`config.mk`:
```
export PLATFORM = sky130hd
export DESIGN_NAME = synth_voice_core
export DESIGN_NICKNAME = d
export VERILOG_FILES = /design/src/rtl/synth_voice_core.sv
export SDC_FILE = /design/constraint.sdc
export NUM_CORES = 1
export LEC_CHECK = 0
export ABC_CLOCK_PERIOD_IN_PS = 8200
export CAP_MARGIN = 20
export CELL_PAD_IN_SITES_DETAIL_PLACEMENT = 1
export CELL_PAD_IN_SITES_GLOBAL_PLACEMENT = 1
export CORE_MARGIN = 8
export CORE_UTILIZATION = 40
export CTS_CLUSTER_DIAMETER = 100
export DETAILED_ROUTE_END_ITERATION = 10
export HOLD_SLACK_MARGIN = 0.05
export PLACE_DENSITY_LB_ADDON = 0.1
export SLEW_MARGIN = 20
export SYNTH_ARGS = -nofsm -noshare
export SYNTH_HDL_FRONTEND = slang
export SYNTH_SLANG_ARGS = --single-unit
```
`constraint.sdc`:
```
create_clock -name clk -period 8.2 [get_ports clk]
set_clock_uncertainty 0.05 [all_clocks]
set_input_delay 0.82 -clock clk [delete_from_list [all_inputs] [get_ports clk]]
set_output_delay 0.82 -clock clk [all_outputs]
set_load 0.03 [all_outputs]
```
`src/rtl/synth_voice_core.sv`:
```
// Polyphonic oscillator core: one shared phase-accumulator datapath walks every voice once
// per audio sample, mixes them into a saturated signed sample and offers it on valid/ready.
module synth_voice_core #(
  parameter int CLK_HZ     = 12_288_000,
  parameter int SAMPLE_HZ  = 48_000,
  parameter int NUM_VOICES = 4,
  parameter int SAMPLE_W   = 16,
  parameter int PHASE_W    = 24
) (
  input  logic                    clk,
  input  logic                    reset,
  input  logic [NUM_VOICES-1:0]   voice_en,
  input  logic [4*NUM_VOICES-1:0] voice_tone,
  input  logic [2*NUM_VOICES-1:0] voice_wave,
  output logic [SAMPLE_W-1:0]     sample_out,
  output logic                    sample_valid,
  input  logic                    sample_ready,
  output logic                    clip,
  output logic                    overrun
);

  localparam int DIV     = CLK_HZ / SAMPLE_HZ;
  localparam int CNT_W   = $clog2(DIV);
  localparam int VOICE_W = (NUM_VOICES > 1) ? $clog2(NUM_VOICES) : 1;
  localparam int ACC_W   = SAMPLE_W + $clog2(NUM_VOICES) + 1;
  localparam logic signed [SAMPLE_W:0] MAX_W = (SAMPLE_W+1)'((1 << (SAMPLE_W-1)) - 1);
  localparam logic signed [SAMPLE_W:0] MIN_W = ~MAX_W;

  // Equal-tempered increment relative to A4, evaluated at elaboration only.
  function automatic logic [PHASE_W-1:0] tone_inc(input int n);
    real r;
    r = 440.0;
    for (int i = 0; i < n; i++) r = r * 1.0594630943592953;
    for (int i = 0; i < PHASE_W; i++) r = r * 2.0;
    r = r / real'(SAMPLE_HZ);
    return PHASE_W'($rtoi(r + 0.5));
  endfunction

  logic [PHASE_W-1:0] inc_table [16];
  for (genvar gi = 0; gi < 16; gi++) begin : g_inc
    localparam logic [PHASE_W-1:0] INC = tone_inc(gi);
    assign inc_table[gi] = INC;
  end

  typedef enum logic [1:0] {IDLE, ACCUM, DONE} state_t;

  state_t                    state_q, state_d;
  logic [CNT_W-1:0]          cnt_q, cnt_d;
  logic [VOICE_W-1:0]        voice_q, voice_d;
  logic signed [ACC_W-1:0]   acc_q, acc_d;
  logic [PHASE_W-1:0]        phase_q [NUM_VOICES];
  logic [PHASE_W-1:0]        phase_d [NUM_VOICES];
  logic [SAMPLE_W-1:0]       sample_q, sample_d;
  logic                      valid_q, valid_d;
  logic                      clip_q, clip_d;
  logic                      overrun_q, overrun_d;

  logic                      tick;
  logic                      cur_en;
  logic [3:0]                cur_tone;
  logic [1:0]                cur_wave;
  logic [PHASE_W-1:0]        new_phase;
  logic [SAMPLE_W-1:0]       p;
  logic signed [SAMPLE_W:0]  two_h;
  logic signed [SAMPLE_W:0]  wave_val;

  assign tick = (cnt_q == CNT_W'(DIV - 1));

  // Voice currently in the datapath; its controls are sampled only in this cycle.
  always_comb begin
    cur_en    = voice_en[voice_q];
    cur_tone  = voice_tone[4*voice_q +: 4];
    cur_wave  = voice_wave[2*voice_q +: 2];
    new_phase = cur_en ? phase_q[voice_q] + inc_table[cur_tone] : '0;
    p         = new_phase[PHASE_W-1 -: SAMPLE_W];
    two_h     = $signed({1'b0, p[SAMPLE_W-2:0], 1'b0});
    case (cur_wave)
      2'b00:   wave_val = p[SAMPLE_W-1] ? -MAX_W : MAX_W;
      2'b01:   wave_val = $signed({~p[SAMPLE_W-1], ~p[SAMPLE_W-1], p[SAMPLE_W-2:0]});
      2'b10:   wave_val = p[SAMPLE_W-1] ? MAX_W - two_h : MIN_W + two_h;
      default: wave_val = '0;
    endcase
    if (!cur_en) wave_val = '0;
  end

  always_comb begin
    cnt_d     = tick ? '0 : cnt_q + CNT_W'(1);
    state_d   = state_q;
    voice_d   = voice_q;
    acc_d     = acc_q;
    phase_d   = phase_q;
    sample_d  = sample_q;
    valid_d   = valid_q;
    clip_d    = clip_q;
    overrun_d = overrun_q;

    if (valid_q && sample_ready) valid_d = 1'b0;

    case (state_q)
      IDLE: begin
        if (tick) begin
          state_d = ACCUM;
          voice_d = '0;
          acc_d   = '0;
        end
      end
      ACCUM: begin
        phase_d[voice_q] = new_phase;
        acc_d = acc_q + ACC_W'(wave_val);
        if (voice_q == VOICE_W'(NUM_VOICES - 1)) state_d = DONE;
        else voice_d = voice_q + VOICE_W'(1);
      end
      DONE: begin
        state_d = IDLE;
        if (acc_q > ACC_W'(MAX_W)) begin
          sample_d = SAMPLE_W'(MAX_W);
          clip_d   = 1'b1;
        end else if (acc_q < ACC_W'(MIN_W)) begin
          sample_d = SAMPLE_W'(MIN_W);
          clip_d   = 1'b1;
        end else begin
          sample_d = SAMPLE_W'(acc_q);
          clip_d   = 1'b0;
        end
        // A consumer accepting in this same cycle takes the old sample; no loss.
        valid_d = 1'b1;
        if (valid_q && !sample_ready) overrun_d = 1'b1;
      end
      default: state_d = IDLE;
    endcase
  end

  always_ff @(posedge clk or posedge reset) begin
    if (reset) begin
      state_q   <= IDLE;
      cnt_q     <= '0;
      voice_q   <= '0;
      acc_q     <= '0;
      for (int i = 0; i < NUM_VOICES; i++) phase_q[i] <= '0;
      sample_q  <= '0;
      valid_q   <= 1'b0;
      clip_q    <= 1'b0;
      overrun_q <= 1'b0;
    end else begin
      state_q   <= state_d;
      cnt_q     <= cnt_d;
      voice_q   <= voice_d;
      acc_q     <= acc_d;
      phase_q   <= phase_d;
      sample_q  <= sample_d;
      valid_q   <= valid_d;
      clip_q    <= clip_d;
      overrun_q <= overrun_d;
    end
  end

  assign sample_out   = sample_q;
  assign sample_valid = valid_q;
  assign clip         = clip_q;
  assign overrun      = overrun_q;

endmodule

```
==> run summary, run 1 <==
The master of the slowest instance on the critical path is mux4_2. The share of the synthesized area in the top cell type came out at 40.5%. The area fraction in compound gates after synthesis came out at 19.4%.

Counting I/O delays and the setup requirement, the final critical path takes 7.30 ns. For this design the static power due to leakage is 4.68 nW. The flow ran to the end, and the final reports show no timing, DRC or antenna violations. Yosys attributes the largest share of cell area to dfrtp_1, o21ai_0, nand2_1.

The total buffers and inverters traversed by the critical path came out at 2. The post-synthesis instance area came out at 9030 um2. The number of fill cells came out at 2537. The number of different library cells used by synthesis comes to 59.

Setup slack closes at 0.896 ns. The H-tree depth came out at 4. The remaining global-route overflow is 0. The most numerous cell type found on the critical path is o21ai_0. The signed area change from the synthesized netlist to the final layout is 15.3%. The post-CTS clock slew at the launch and capture registers of the worst setup and hold paths is 0.07 ns. The slew at the pin closest to its max-slew limit came out at 0.904 ns. The share of layout cells above drive strength 1 came out at 10.3%. The average vias per placed instance came out at 5.53. The global placement routability congestion came out at 0.901. After detailed routing, the average wire length per cell comes to 18.9 um.

After Yosys synthesis, full adders, half adders and majority gates account for 7.79% of the synthesized area. The residual antenna-violating net count after detailed routing came out at 0. The tree is rooted in a clkbuf_16. The total of buffers placed on input and output ports came out at 49. The worst hold slack came out at 0.414 ns.

The buffer count from post-CTS setup fixing is 0. The count of mapped cells out of synthesis is 996. The largest stage delay on the critical path is 0.59 ns. 0 antenna diodes ended up in the layout. The iteration count of the initial detailed-routing pass is 4. The fraction of the cycle the final worst path needs came out at 89.1%. The count of hold buffers inserted by post-cts repair is 0. The die covers 27600 um2.

The combinational power share is 17.9%. For this run, the top clock speed supported by timing is 137 MHz. The initial standard-cell utilization of the core is 40.4%.

The DRC violation total after the first TritonRoute iteration is 301. The number of flops mapped to enable cells by yosys is 0. The wire length of the first global-routing pass is 41600 um. The row count is 55. The part of the Yosys area used for sequential elements came out at 40.5%.

The I/O pin total is 50. The number of clock sinks is 146. The share of synthesized registers carrying an async set or reset is 100%.

The number of vias in the routed layout is 7306. The detailed-placement wirelength estimate is 17400 um. The max-slew violation count came out at 0.

The detailed-route DRC error count is 0. The required time of the critical path came out at 8.44 ns. The critical path is of the input port to flop type. The internal cell power is 0.00132 W. The setup TNS came out at 0 ns. The switching power of the nets came out at 0.000562 W. Clock tree synthesis inserted a total of 17 buffers. The initial antenna violation count is 0. The region available for standard cell placement spans 22400 um2. The xor and xnor area share after synthesis is 3.29%. TritonCTS built the clock tree. The arrival time at the worst endpoint is 7.54 ns. The count of nets after finishing came out at 1109. dfrtp_1 takes more of the synthesized area than any other cell. STA classifies the critical path endpoint as a flop. The clock insertion delay at the later pin of the skew report came out at 0.44 ns. Counting tap cells, the placed design contains a total of 1289 instances. The portion of synthesized area spent on multiplexers is 9.99%. The tightest slew margin relative to the limit is 39.7%.

Each instance of the synthesized netlist takes up on average 9.06 um2. The number of cells in the finished layout apart from fillers came out at 1321. The count of final hold-check violations is 0.

The maximum buffer depth of the clock tree is 2. Once the clock tree was built, the resizer swapped 0 gates to a different size. The path class of the tightest hold or removal check is flop to flop. The cell family contributing the most delay on the critical path is compound AO/OA/AOI/OAI gates. The share of synthesized cell area in and, or, nand and nor gates is 15.5%. Entering global routing, the biggest net connects 80 pins. The die boundary height came out at 166 um. Setup repair after global routing left no endpoint under its margin. The die width is 166 um.

Setup violations remaining at the end of the flow were counted as 0. Counting every net in the synthesized netlist gives 1082. By area, the combinational part of the netlist is dominated by compound AO/OA/AOI/OAI gates. The sequential cell fraction of total power is 38.2%. The pre-CTS worst setup slack came out at 0.507 ns.

STA classifies the critical path startpoint as an input port. The number of warnings reported in the yosys synthesis log came out at 0. The highest net fanout along the worst path came out at 14. The number of violations of the max-capacitance limit is 0. The worst ir drop on vdd came out at 0.141 mV. The final wirelength is 25000 um. Among all flip-flop cells after synthesis, the most frequent one is dfrtp_1. The global-route usage over all layers came out at 18.5%. The number of storage elements in the synthesis netlist is 146. Of the total power, the share spent switching nets is 29.9%.

The clock network accounts for 43.8% of the total power. Dividing total power by cell area gives a power density of 181 nW/um2. The number of global-route vias before repair came out at 7765.
==> worst min-delay path: stages, from the launching register on <==
cell     delay, ns
dfrtp_1       0.34
nand2_1       0.05
nand2_1       0.05
==> layout by cell type, fill, tap and decap left out, types with 20 or more instances in the layout <==
cell type | synthesis | routed
a21oi_1 | 37 | 36
o21ai_0 | 164 | 163
nand2_1 | 197 | 197
mux2i_1 | 20 | 20
mux4_2 | 26 | 26
dfrtp_1 | 146 | 144
ha_1 | 53 | 53
nor2_1 | 57 | 56
inv_1 | 24 | 23
clkdlybuf4s50_1 | 0 | 49
==> final cells by class <==
cell class / instances / area, um2 / area share [%]
flip-flops and latches: 146 / 3660 / 35.1
well taps: 285 / 357 / 3.43
repair buffers: 67 / 626 / 6.01
clock inverters: 14 / 170 / 1.64
clock buffers: 18 / 439 / 4.22
inverters: 25 / 98.8 / 0.950
multi-input cells: 766 / 5060 / 48.6
==> path summary, 6_finish.rpt <==
path | cells past startpoint | slack (ns) | start | endpoint
worst max-delay path | 25 | 0.90 | voice_tone[13] | acc_q[12]
worst min-delay path | 2 | 0.41 | sample_out[2] | sample_out[2]
worst max register to register | 24 | 1.02 | voice_q[0] | acc_q[12]
worst min register to register | 2 | 0.41 | sample_out[2] | sample_out[2]
max in group asynchronous | 3 | 5.82 | reset | voice_q[0]
min in group asynchronous | 2 | 0.85 | reset | phase_q[45]
==> registers in the layout (all words and copies together) (netlist names) <==
| register | count |
|---|---|
| phase_q | 96 |
| acc_q | 19 |
| sample_out | 16 |
| cnt_q | 8 |
| state_q | 2 |
| voice_q | 2 |
| clip | 1 |
| overrun | 1 |
| sample_valid | 1 |
==> per-stage QoR <==
| stage | utilization [%] | total power, W | cell area (um2) |
|---|---|---|---|
| after floorplan | - | 0.000977 | 9030 |
| after global placement | 43.8 | 0.00107 | 9790 |
| after detailed placement | 43.8 | 0.00107 | 9790 |
| after CTS | 46.5 | 0.00191 | 10400 |
| after global routing | 46.5 | 0.00197 | 10400 |
| final | 46.5 | 0.00188 | 10400 |
==> routing by layer <==
metal	vias up	GRT usage, %	share of wire, %
li1	3566	-	-
met1	3606	23.4	47
met2	107	31.6	48
met3	27	3.76	2.8
met4	0	5.52	1.8
met5	-	0	0
==> cell usage after synthesis, types with 2 or more instances <==
master	count
nand2b_1	13
a211oi_1	3
or2_2	2
o21a_1	7
o211a_1	2
and4_1	2
nand3b_1	3
nand2_1	197
ha_1	53
mux4_2	26
fa_1	2
a21o_1	16
a22oi_1	13
o21bai_1	6
a21oi_1	37
mux2i_1	20
nand3_1	19
nor3_1	17
or3_1	2
o21ai_1	5
and3_1	2
o21ai_0	164
inv_1	24
buf_1	8
xnor2_1	16
a22o_1	2
dfrtp_1	146
clkbuf_1	47
o211ai_1	13
o31ai_1	9
a211oi_2	2
nor2b_1	4
nor2_1	57
buf_2	3
a31oi_1	6
a41oi_1	2
xor2_1	16
mux2_2	9
==> cell families (layout without fill, tap and decap cells) <==
family	Yosys count	count (layout)
adders and majority gates	55	55
xor gates and xnor gates	33	33
buffers and inverters	84	124
DFF	146	146
muxes	56	56
AOI/OAI and AO/OA	296	296
and+or+nand+nor	326	326
==> power by group through the flow <==
stage / logic, W / registers, W / clock network (W)
6_report: 0.000337 / 0.000720 / 0.000825
3_3_place_gp: 0.000334 / 0.000734 / 0
3_5_place_dp: 0.000336 / 0.000734 / 0
5_1_grt: 0.000379 / 0.000719 / 0.000867
4_1_cts: 0.000340 / 0.000720 / 0.000847
2_1_floorplan: 0.000243 / 0.000734 / 0
Power figures use the tool's default switching activity.
==> run 2: changes to the inputs <==
Settings changed: MAX_ROUTING_LAYER from default to met4.
==> run 2 against run 1 <==
Die area did not move. Flip-flop and latch count unchanged. Final cell count unchanged. Via count about the same. Total power barely moved. First-iteration DRC count is 5.0% higher. Maximum frequency is essentially flat. Worst hold slack about the same. Combinational power barely moved. Global-route usage grew 0.51 points. Clock power barely moved. Critical endpoint unchanged. Largest cell class unchanged.
==> run summary, run 2 (same netlist as run 1, synthesis figures left out) <==
The element type at the critical path end is a flop. The maximum clock frequency came out at 137 MHz (about the same). The leakage power is 4.68 nW (unchanged).

Leaving out fill and tap cells, the most frequent cell in the layout is nand2_1. The count of hold buffers inserted by post-cts repair is 0 (unchanged). The slew at the pin closest to its max-slew limit came out at 0.898 ns (-0.00634 ns).

The number of violations of the max-capacitance limit is 0 (unchanged). The number of flip-flops in the largest register is 96 (unchanged). The time the final worst path needs with I/O delays and setup is 7.30 ns (-0.00545 ns). The final design utilization is 46.5% (unchanged). The number of instances in the placed design is 1289 (unchanged). The remaining global-route overflow was 0 (unchanged).

The required time of the critical path was 8.44 ns (about the same). On the critical path the largest part of the delay comes from compound AO/OA/AOI/OAI gates. The count of final hold-check violations is 0 (unchanged). The total setup violations reported at the end of the flow is 0 (unchanged).

The die boundary height is 166 um (unchanged). The total of buffers placed on input and output ports came out at 49 (unchanged). In the layout the commonest cells are nand2_1, o21ai_0, dfrtp_1. The fraction of the cycle the final worst path needs came out at 89.0% (about the same). Setup repair after global routing left no endpoint under its margin.

The clock insertion delay at the later pin of the skew report is 0.44 ns (about the same). The worst setup path is launched from an input port. The total power divided by cell area is 181 nW/um2 (about the same). The initial standard-cell utilization of the core came out at 40.4% (unchanged). The final wirelength is 25000 um (+0.23%). The count of inserted antenna diode cells came out at 0 (unchanged). The average vias per placed instance is 5.53 (about the same). The die area is 27600 um2 (unchanged).

The slack of the worst reg-to-reg path is 1.03 ns (about the same). The highest net fanout along the worst path is 14 (unchanged). In this run the clock root is driven by a clkbuf_16. The total buffers and inverters traversed by the critical path is 2 (unchanged).

The post-cts gate resize count is 0 (unchanged). The total power of the final layout is 0.00188 W (about the same). The TritonCTS buffer count was 17 (unchanged).

The global placement routability congestion is 0.916 (+1.7%). The tightest min-delay check is of the flop to flop type. The final instance area is 10400 um2 (unchanged). The run finished with clean final reports. The share of layout cells above drive strength 1 is 10.3% (unchanged). The cell count along the critical path is 25 (unchanged). The post-CTS clock slew at the launch and capture registers of the worst setup and hold paths is 0.07 ns (about the same). The average detailed-routed wire length per instance is 18.9 um (+0.23%). The signed area change from the synthesized netlist to the final layout came out at 15.3% (unchanged). The number of cells in the finished layout apart from fillers came to 1321 (unchanged).

The die width came to 166 um (unchanged). The I/O pin total came to 50 (unchanged). The arrival time at the worst endpoint is 7.53 ns (about the same). For this design, the slowest cell found on the critical path is mux4_2.

The critical path in this run is classified as input port to flop. The number of fill cells is 2537 (unchanged). By instance count, the cell type seen most on the critical path is o21ai_0. The H-tree depth is 4 (unchanged).

The residual antenna-violating net count after detailed routing came to 0 (unchanged). The setup TNS is 0 ns (unchanged). The placed instance area is 9790 um2 (unchanged). The initial antenna violation count was 0 (unchanged). The DRC violation total after the first TritonRoute iteration is 316 (+5.0%). The number of clock sinks came out at 146 (unchanged). Tracing the worst setup path back leads to its startpoint at voice_tone[13]. The worst ir drop on vdd came out at 0.141 mV (-0.11%). The worst hold path stage count was 2 (unchanged). The detailed-route DRC error count came out at 0 (unchanged).

The number of global-route vias before repair came out at 7773 (+0.10%). The placeable core region is 22400 um2 (unchanged). The number of vias in the routed layout was 7309 (+0.041%). The worst hold path begins at sample_out[2].

The largest stage delay on the critical path is 0.59 ns (about the same). The cell count of the worst reg-to-reg path came to 24 (unchanged). The detailed-placement wirelength estimate is 17400 um (unchanged). The row count came to 55 (unchanged). The largest net degree at the start of global routing came to 80 (unchanged).

The maximum buffer depth of the clock tree came out at 2 (unchanged). The TritonCTS clock tree is built. The buffer count from post-CTS setup fixing came out at 0 (unchanged).

The wire length of the first global-routing pass is 41500 um (about the same). The tightest slew margin relative to the limit came to 40.2% (+0.42 points). The iteration count of the initial detailed-routing pass is 4 (unchanged). The startpoint identified for the worst register-to-register timing path is voice_q[0].

The most flop-heavy register is phase_q. The global-route usage over all layers came to 19.0% (+0.51 points). The max-slew violation count is 0 (unchanged).

The count of nets after finishing came out at 1109 (unchanged).
## run 2: worst paths after layout
kind	endpoint
setup / recovery	acc_q[12]
hold / removal	sample_out[2]
setup reg to reg	acc_q[12]
hold reg to reg	sample_out[2]
max in group asynchronous	voice_q[0]
min in group asynchronous	phase_q[45]
## run 2: final cells by class
type | count | area [um2] | share of cell area [%]
inverters | 25 | 98.8 | 0.950
clock buffers | 18 | 439 | 4.22
multi-input cells | 766 | 5060 | 48.6
flip-flops and latches | 146 | 3660 | 35.1
clock inverters | 14 | 170 | 1.64
repair buffers | 67 | 626 | 6.01
well taps | 285 | 357 | 3.43
## run 2: stage by stage
stage               setup slack, ns  hold slack (ns)
floorplan                      1.56            0.393
global placement              0.612            0.401
detailed placement            0.507            0.408
CTS                           0.928            0.419
global route                  0.350            0.432
finish                        0.901            0.414
## run 2: worst register-to-register path: stages, from the launching register on
cell	delay (ns)
dfrtp_2	0.57
mux4_2	0.69
inv_1	0.32
ha_1	0.37
o21ai_0	0.35
ha_1	0.32
a211oi_2	0.26
o211ai_1	0.23
nand3_2	0.15
a41oi_2	0.16
o41a_1	0.45
nand3_1	0.41
o21ai_0	0.17
a22oi_1	0.17
nor2_1	0.10
fa_1	0.46
a21o_1	0.20
a21oi_1	0.28
o211ai_1	0.18
a31oi_1	0.17
o21ai_0	0.21
a21o_1	0.24
a21oi_1	0.21
xor2_1	0.23
o21ai_0	0.10
## run 2: layer usage
metal	up-vias	track usage, %	routed length, um
met4	0	5.60	452
met5	-	-	0
met2	106	31.6	12000
met3	30	3.30	584
met1	3609	23.5	12000
li1	3564	-	-
## run 2: report_power, final
| part | switching [W] | internal, W | leakage (nW) | total [W] |
|---|---|---|---|---|
| Combinational | 0.000204 | 0.000133 | 2.95 | 0.000337 |
| Clock | 0.000357 | 0.000467 | 0.297 | 0.000824 |
| Sequential | 0.0000000000000000000106 | 0.000720 | 1.43 | 0.000720 |
| Total | 0.000561 | 0.00132 | 4.68 | 0.00188 |
